`src/rtl/cp0_reg.sv`:
```
// MIPS Coprocessor-0 register file for the memory stage.
// Holds BadVAddr/Count/Compare/Status/Cause/EPC/PRId, services mtc0/mfc0,
// runs the Count/Compare timer and commits exception/eret side effects.
module cp0_reg #(
  parameter int          TICK_DIV = 2,
  parameter logic [31:0] PRID_VAL = 32'h0000_4220
) (
  input  logic        clk,
  input  logic        rst,
  input  logic [5:0]  ext_int,
  input  logic        we_i,
  input  logic [4:0]  waddr_i,
  input  logic [31:0] wdata_i,
  input  logic [4:0]  raddr_i,
  output logic [31:0] rdata_o,
  input  logic [31:0] except_type_i,
  input  logic [31:0] pcM_i,
  input  logic        is_in_delayslot_i,
  input  logic [31:0] badvaddr_i,
  output logic [31:0] status_o,
  output logic [31:0] cause_o,
  output logic [31:0] epc_o,
  output logic [31:0] count_o,
  output logic        timer_int_o
);

  // Register numbers
  localparam logic [4:0] REG_BADVADDR = 5'd8;
  localparam logic [4:0] REG_COUNT    = 5'd9;
  localparam logic [4:0] REG_COMPARE  = 5'd11;
  localparam logic [4:0] REG_STATUS   = 5'd12;
  localparam logic [4:0] REG_CAUSE    = 5'd13;
  localparam logic [4:0] REG_EPC      = 5'd14;
  localparam logic [4:0] REG_PRID     = 5'd15;

  // Status: BEV hard-wired to 1; only IM, EXL and IE are software visible
  localparam logic [31:0] STATUS_BEV   = 32'h0040_0000;
  localparam logic [31:0] STATUS_WMASK = 32'h0000_FF03;

  localparam logic [31:0] EXC_NONE = 32'h0000_0000;
  localparam logic [31:0] EXC_INT  = 32'h0000_0001;
  localparam logic [31:0] EXC_ADEL = 32'h0000_0004;
  localparam logic [31:0] EXC_ADES = 32'h0000_0005;
  localparam logic [31:0] EXC_ERET = 32'h0000_000E;

  // Prescaler width; at least one bit so TICK_DIV==1 still elaborates
  localparam int TW = (TICK_DIV > 1) ? $clog2(TICK_DIV) : 1;
  localparam logic [TW-1:0] TICK_LAST = TW'(TICK_DIV - 1);

  logic [TW-1:0] tick_q, tick_d;
  logic [31:0]   badvaddr_q, badvaddr_d;
  logic [31:0]   count_q, count_d;
  logic [31:0]   compare_q, compare_d;
  logic [31:0]   status_q, status_d;
  logic [31:0]   cause_q, cause_d;
  logic [31:0]   epc_q, epc_d;

  logic        exc_commit;
  logic        eret;
  logic        mtc0_ok;
  logic        wr_count, wr_compare, wr_status, wr_cause, wr_epc;
  logic        tick_wrap;
  logic [31:0] count_inc;
  logic        timer_hit;
  logic        exl;

  // Decode the exception class and qualify the mtc0 write; a flushed
  // instruction's mtc0 is dropped whenever an exception or eret commits.
  always_comb begin
    exc_commit = (except_type_i != EXC_NONE) && (except_type_i != EXC_ERET);
    eret       = (except_type_i == EXC_ERET);
    mtc0_ok    = we_i && !exc_commit && !eret;
    wr_count   = mtc0_ok && (waddr_i == REG_COUNT);
    wr_compare = mtc0_ok && (waddr_i == REG_COMPARE);
    wr_status  = mtc0_ok && (waddr_i == REG_STATUS);
    wr_cause   = mtc0_ok && (waddr_i == REG_CAUSE);
    wr_epc     = mtc0_ok && (waddr_i == REG_EPC);
    exl        = status_q[1];
  end

  // Prescaler and Count; an mtc0 Count write replaces the increment but the
  // prescaler keeps running so the tick phase is not disturbed.
  always_comb begin
    tick_wrap = (tick_q == TICK_LAST);
    tick_d    = tick_wrap ? '0 : tick_q + TW'(1);
    count_inc = count_q + 32'd1;
    count_d   = count_q;
    if (wr_count) begin
      count_d = wdata_i;
    end else if (tick_wrap) begin
      count_d = count_inc;
    end
    // Timer fires only on a real increment landing on Compare
    timer_hit = tick_wrap && !wr_count && (count_inc == compare_q);
    compare_d = wr_compare ? wdata_i : compare_q;
  end

  // Status next state: mtc0 through the write mask, EXL forced by commit/eret
  always_comb begin
    status_d = status_q;
    if (wr_status) begin
      status_d = STATUS_BEV | (wdata_i & STATUS_WMASK);
    end
    if (exc_commit) begin
      status_d[1] = 1'b1;
    end else if (eret) begin
      status_d[1] = 1'b0;
    end
  end

  // Cause next state: software IP, timer flag, hardware IP sampling and
  // exception fields (BD only recorded for the outermost exception).
  always_comb begin
    cause_d = cause_q;
    if (wr_cause) begin
      cause_d[9:8] = wdata_i[9:8];
    end
    // A Compare write acknowledges the timer and wins over a new hit
    if (wr_compare) begin
      cause_d[30] = 1'b0;
    end else if (timer_hit) begin
      cause_d[30] = 1'b1;
    end
    cause_d[15:10] = {ext_int[5] | cause_q[30], ext_int[4:0]};
    if (exc_commit) begin
      if (!exl) begin
        cause_d[31] = is_in_delayslot_i;
      end
      cause_d[6:2] = (except_type_i == EXC_INT) ? 5'd0 : except_type_i[4:0];
    end
  end

  // EPC and BadVAddr next state; exception capture beats an mtc0 EPC write
  always_comb begin
    epc_d = epc_q;
    if (wr_epc) begin
      epc_d = wdata_i;
    end
    if (exc_commit && !exl) begin
      epc_d = is_in_delayslot_i ? (pcM_i - 32'd4) : pcM_i;
    end
    badvaddr_d = badvaddr_q;
    if (exc_commit && ((except_type_i == EXC_ADEL) || (except_type_i == EXC_ADES))) begin
      badvaddr_d = badvaddr_i;
    end
  end

  // State registers with synchronous active-low reset
  always_ff @(posedge clk) begin
    if (!rst) begin
      tick_q     <= '0;
      badvaddr_q <= 32'd0;
      count_q    <= 32'd0;
      compare_q  <= 32'd0;
      status_q   <= STATUS_BEV;
      cause_q    <= 32'd0;
      epc_q      <= 32'd0;
    end else begin
      tick_q     <= tick_d;
      badvaddr_q <= badvaddr_d;
      count_q    <= count_d;
      compare_q  <= compare_d;
      status_q   <= status_d;
      cause_q    <= cause_d;
      epc_q      <= epc_d;
    end
  end

  // mfc0 read port: current register values, no bypass of a pending write
  always_comb begin
    rdata_o = 32'd0;
    case (raddr_i)
      REG_BADVADDR: rdata_o = badvaddr_q;
      REG_COUNT:    rdata_o = count_q;
      REG_COMPARE:  rdata_o = compare_q;
      REG_STATUS:   rdata_o = status_q;
      REG_CAUSE:    rdata_o = cause_q;
      REG_EPC:      rdata_o = epc_q;
      REG_PRID:     rdata_o = PRID_VAL;
      default:      rdata_o = 32'd0;
    endcase
  end

  assign status_o    = status_q;
  assign cause_o     = cause_q;
  assign epc_o       = epc_q;
  assign count_o     = count_q;
  assign timer_int_o = cause_q[30];

endmodule

```
`config.mk`:
```
export PLATFORM = sky130hd
export DESIGN_NAME = cp0_reg
export DESIGN_NICKNAME = d
export VERILOG_FILES = /design/src/rtl/cp0_reg.sv
export SDC_FILE = /design/constraint.sdc
export NUM_CORES = 1
export LEC_CHECK = 0
export CAP_MARGIN = 5
export CORE_MARGIN = 5
export CORE_UTILIZATION = 50
export CTS_BUF_LIST = sky130_fd_sc_hd__clkbuf_16
export CTS_CLUSTER_SIZE = 12
export DETAILED_ROUTE_END_ITERATION = 8
export GPL_ROUTABILITY_DRIVEN = 0
export GPL_TIMING_DRIVEN = 0
export PLACE_DENSITY = 0.86
export SYNTH_ARGS = -nofsm -noshare
export SYNTH_HDL_FRONTEND = slang
export SYNTH_SLANG_ARGS = --single-unit
```
`constraint.sdc`:
```
create_clock -name clk -period 7.1 [get_ports clk]
set_input_delay 2.13 -clock clk [delete_from_list [all_inputs] [get_ports clk]]
set_output_delay 2.13 -clock clk [all_outputs]
set_load 0.02 [all_outputs]
```
; Word-level counts from Yosys, hierarchy flattened
; Index checks and enable logic that the tools add are counted.
[totals]
reg_bits = 154
output_inout_bits = 161
word_cells = 70
[classes]
add_sub_neg = 3
n_eq_ne = 18
n_mux = 10
bitwise_logic = 3
n_reduce_logical = 24
[ops]
columns = cell, n
row1 = $pmux 32 s7, 1
row2 = $mux 32, 5
row3 = $eq 32x3->1 const B, 2
row4 = $eq 5x4->1 const B, 12
row5 = $add 32x1->32 const B, 1
row6 = $eq 32x1->1 const B, 1
row7 = $eq 32x32->1, 1
row8 = $eq 32x4->1 const B, 1
row9 = $ne 32x4->1 const B, 1
row10 = $reduce_bool 32->1, 1
row11 = $sub 32x3->32 const B, 1
row12 = $logic_and 1x1->1, 12
row13 = $mux 5, 1
row14 = $logic_not 1->1, 4
row15 = $reduce_bool 2->1, 2
row16 = $reduce_or 2->1, 2
row17 = $reduce_bool 3->1, 1
row18 = $mux 1, 2
row19 = $mux 2, 1
row20 = $not 1->1, 2
row21 = $reduce_and 2->1, 1
row22 = $add 1x1->1 const B, 1
row23 = $logic_or 1x1->1, 1
row24 = $or 1x1->1, 1

; Depth between registers and ports, before layout
[logic_depth]
depth_word = 9
depth_mapped = 10

; Worst setup path before layout
; Ideal clock, no wire load.
[synth_path]
kind = in2out
startpoint = in raddr_i[4]
endpoint = out rdata_o[10]
arrival_ns = 3.773
t_required_ns = 4.970
slack_ns = 1.197
cell_stages = 6
path_buffers = 2
path_cell_list = or4b_1 > clkbuf_1 > nor2_1 > clkbuf_1 > a22oi_1 > nand3_1
[synth_via]
elab_chain_cells = 2
elab_cells_between_ends = 8
cone_classes = eq/ne: 7 / mux: 1
[synth_lines]
columns = item, line_no
row1 = "start, declared", 14  ; input logic [4:0] raddr_i,
row2 = $eq 5x4->1, 172  ; case (raddr_i)
row3 = $pmux 32 s7 (*), 172
row4 = "end, declared", 15  ; output logic [31:0] rdata_o,
; Mark *: on every way between the ends. The rest lies on a longest branch, timed or not.

; Worst setup path after layout
[layout_path]
startpoint = in raddr_i[1]
endpoint = out rdata_o[5]
; The elaborated chain is that of the path after synthesis.

==> flow_summary.ini <==
[timing]
slew_viol_final = 0
setup_viol = 0
skew_ns = 0.008863
relSlewSlack_pct = 40.39
max_freq_mhz = 142.2
rsz0062_at_grt = no
finalWorstSetupSlack_ns = 0.06581
worst_pin_slew_ns = 0.8860
post-route-period-util_pct = 99.07
min_period_ns = 7.034
hold_viol = 0

[detailed_routing]
first_pass_iters = 8
vias = 10700
ant_nets = 0
viasPerCell = 6.103
wl_per_cell_um = 21.83
drc = 0
wl_mm = 38.27
drt_iter0_drc = 1950

[logic_synthesis]
synth_area_um2 = 8882
ys_warn_count = 0
postSynthCellCount = 1185
async_flop_share_pct = 0
synth_edf_count = 0
ys.flop_type = dfxtp_1
ys_ff_latch = 154
yosysSeqAreaShare_pct = 34.71
syn_avg_cell_area_um2 = 7.496
yosys.cell_types.count = 64

[layout]
nets = 1660
final_layout_size_suffix_gt1_share_pct = 6.894
design_area_um2 = 12590
multi_input_area_um2 = 5276
area_delta_synth_final_pct = 41.75
fillers = 1357
mostFrequentLayoutCells = clkdlybuf4s50_1, nand2_1, dfxtp_1, nor2_1, a21oi_1
seqCellArea_um2 = 3083
final_common_cell = clkdlybuf4s50_1

[setup_path]
slowest_stage = clkdlybuf4s50_1
endpoint_kind = output pin
critPathMaxFanout = 6
regToRegEndpoint = cause_o[30]
rr_worst_depth = 9
cp_common_cell = clkdlybuf4s50_1
cp-start-kind = primary input
worst-endpoint-required_ns = 4.97
r2r_slack_ns = 3.64
slowest_delay_ns = 0.62
path_class = in -> out
path_cells = clkdlybuf4s50_1, or4b_1, clkbuf_1, nor2_4, buf_4, a22oi_1, o21ai_1, a221o_1, clkdlybuf4s50_1
r2r_start = count_o[1]
cp.arrival_ns = 4.90

[place]
pre_cts_ws_ns = -0.5587
place.port_buffers = 266
place_area_um2 = 11970
dp_hpwl_mm = 30.20

[hold_path]
holdPathEnd = badvaddr_q[25]
hp-class = reg -> reg
hold_depth = 2
min_from = badvaddr_q[25]

[pwr]
pwr-share-seq_pct = 42.9
cell_internal_pwr_mw = 1.536
p_leak_nw = 4.447
switching_share_pct = 26.72
p_per_area_nw_per_um2 = 166.5
p_sw_mw = 0.5601
ir_drop_v = 0.0001838
clkPwrFrac_pct = 42.6
combPwrFrac_pct = 14.5

[die]
die_x_um = 143.3
ioPinCount = 309
rows = 48
dieArea_um2 = 20530
initial_core_util_pct = 51.18
die_h_um = 143.3
core_um2 = 17360

[clock_tree]
clock_sinks = 154
cts-root-buf = clkbuf_16
cts.clk_slew.worst_paths_ns = 0.07
cts_made_buffers = 17
holdBufCountCts = 0
cts_tree = built
clk_path_buf_depth = 2
ctsHtreeMaxLevel = 4
clock_latency_ns = 0.45

[global_route]
grt_start_max_net_pins = 17
grt_overflow = 0
grt_antenna_before_repair = 2
grt_pass1_wl_mm = 56.26
grt_use_total_pct = 35.74
grt_pass1_vias = 10070

[run]
maxCapViolCount = 0

[status]
status = finished clean
-- critical path, delay by kind of cell --
kind,cells,cell delay [ns]
buffers and inverters,4,1.58
AO/OA/AOI/OAI,3,0.47
AND/OR/NAND/NOR,2,0.73
-- per-layer routing --
layer	global-route usage, %	routed length [µm]
met1	41.74	12840
met3	12.49	5713
met2	58.63	17560
met4	17.29	2162
met5	0	0
-- synth_stat cells, drive strengths merged (20+ instances only) --
| cell type | n | area (µm²) |
|---|---|---|
| nor4 | 21 | 143.9 |
| clkbuf | 82 | 307.8 |
| a22oi | 37 | 277.8 |
| nand3 | 36 | 180.2 |
| nor3 | 20 | 115.1 |
| dfxtp | 154 | 3083 |
| xor2 | 43 | 376.6 |
| a222oi | 20 | 200.2 |
| nand2 | 236 | 885.9 |
| a211oi | 33 | 247.7 |
| nor2 | 132 | 495.5 |
| a21oi | 99 | 499.2 |
| nand4 | 24 | 150.1 |
| xnor2 | 55 | 481.7 |
| buf | 48 | 340.3 |
| a221oi | 24 | 210.2 |
-- through the flow --
step	util [%]	instances	total power, mW	hold WS (ns)	setup TNS (ns)
after global routing	72.50	1750	2.142	0.4752	0
after CTS	72.25	1745	2.077	0.4575	0
after floorplan	-	1222	1.036	0.4312	0
after global placement	68.94	1713	1.206	0.4387	-9.144
after detailed placement	68.94	1713	1.210	0.4487	-9.925
final	72.54	1753	2.096	0.4581	0
-- cell families after synthesis --
group                    after synthesis  share of synthesized area (%)
AO/OA/AOI/OAI                        250                          19.09
XOR/XNOR                              98                          9.663
adder cells (fa/ha/maj)                2                         0.2817
buffers and inverters                139                          7.677
flip-flops                           154                          34.71
multiplexers                          10                          1.127
other                                  2                        0.08455
AND/OR/NAND/NOR                      530                          27.37
-- power groups by stage --
stage               logic, mW  clock network (mW)  registers [mW]
global route            0.315               0.926           0.900
CTS                     0.295               0.883           0.898
detailed placement      0.293                   0           0.917
global placement        0.289                   0           0.917
floorplan               0.106                   0           0.930
finish                  0.303               0.893           0.900
-- timing repair --
| item | 4_1_cts | 5_1_grt |
|---|---|---|
| setup endpoints to repair | 28 | 26 |
| pin swaps | 0 | 1 |
| gates resized for setup | 6 | 12 |
| setup buffers | 0 | 3 |
-- state kept, by name, indices dropped and copies added, names as in the netlist --
signal	cells
epc_o	32
count_o	32
compare_q	32
tick_q	1
badvaddr_q	32
cause_o	15
status_o	10
-- cell type report --
type                            count  share of cell area, %
Multi-Input combinational cell    929                  41.91
Sequential cell                   154                  24.49
Timing Repair Buffer              269                  21.33
Buffer                            130                  5.237
Clock buffer                       17                  3.379
Tap cell                          225                  2.236
Clock inverter                     15                  1.063
Inverter                            9                 0.2683
Antenna cell                        5                0.09937
-- worst max path at each step --
stage | startpoint | to | slack, ns
after floorplan | raddr_i[4] | rdata_o[10] | 1.20
after global placement | raddr_i[0] | rdata_o[13] | -0.53
after detailed placement | raddr_i[0] | rdata_o[10] | -0.56
after CTS | raddr_i[0] | rdata_o[11] | 0.02
after global routing | raddr_i[0] | rdata_o[30] | 0.05
final | raddr_i[1] | rdata_o[5] | 0.07
Power figures use the tool's default switching activity.
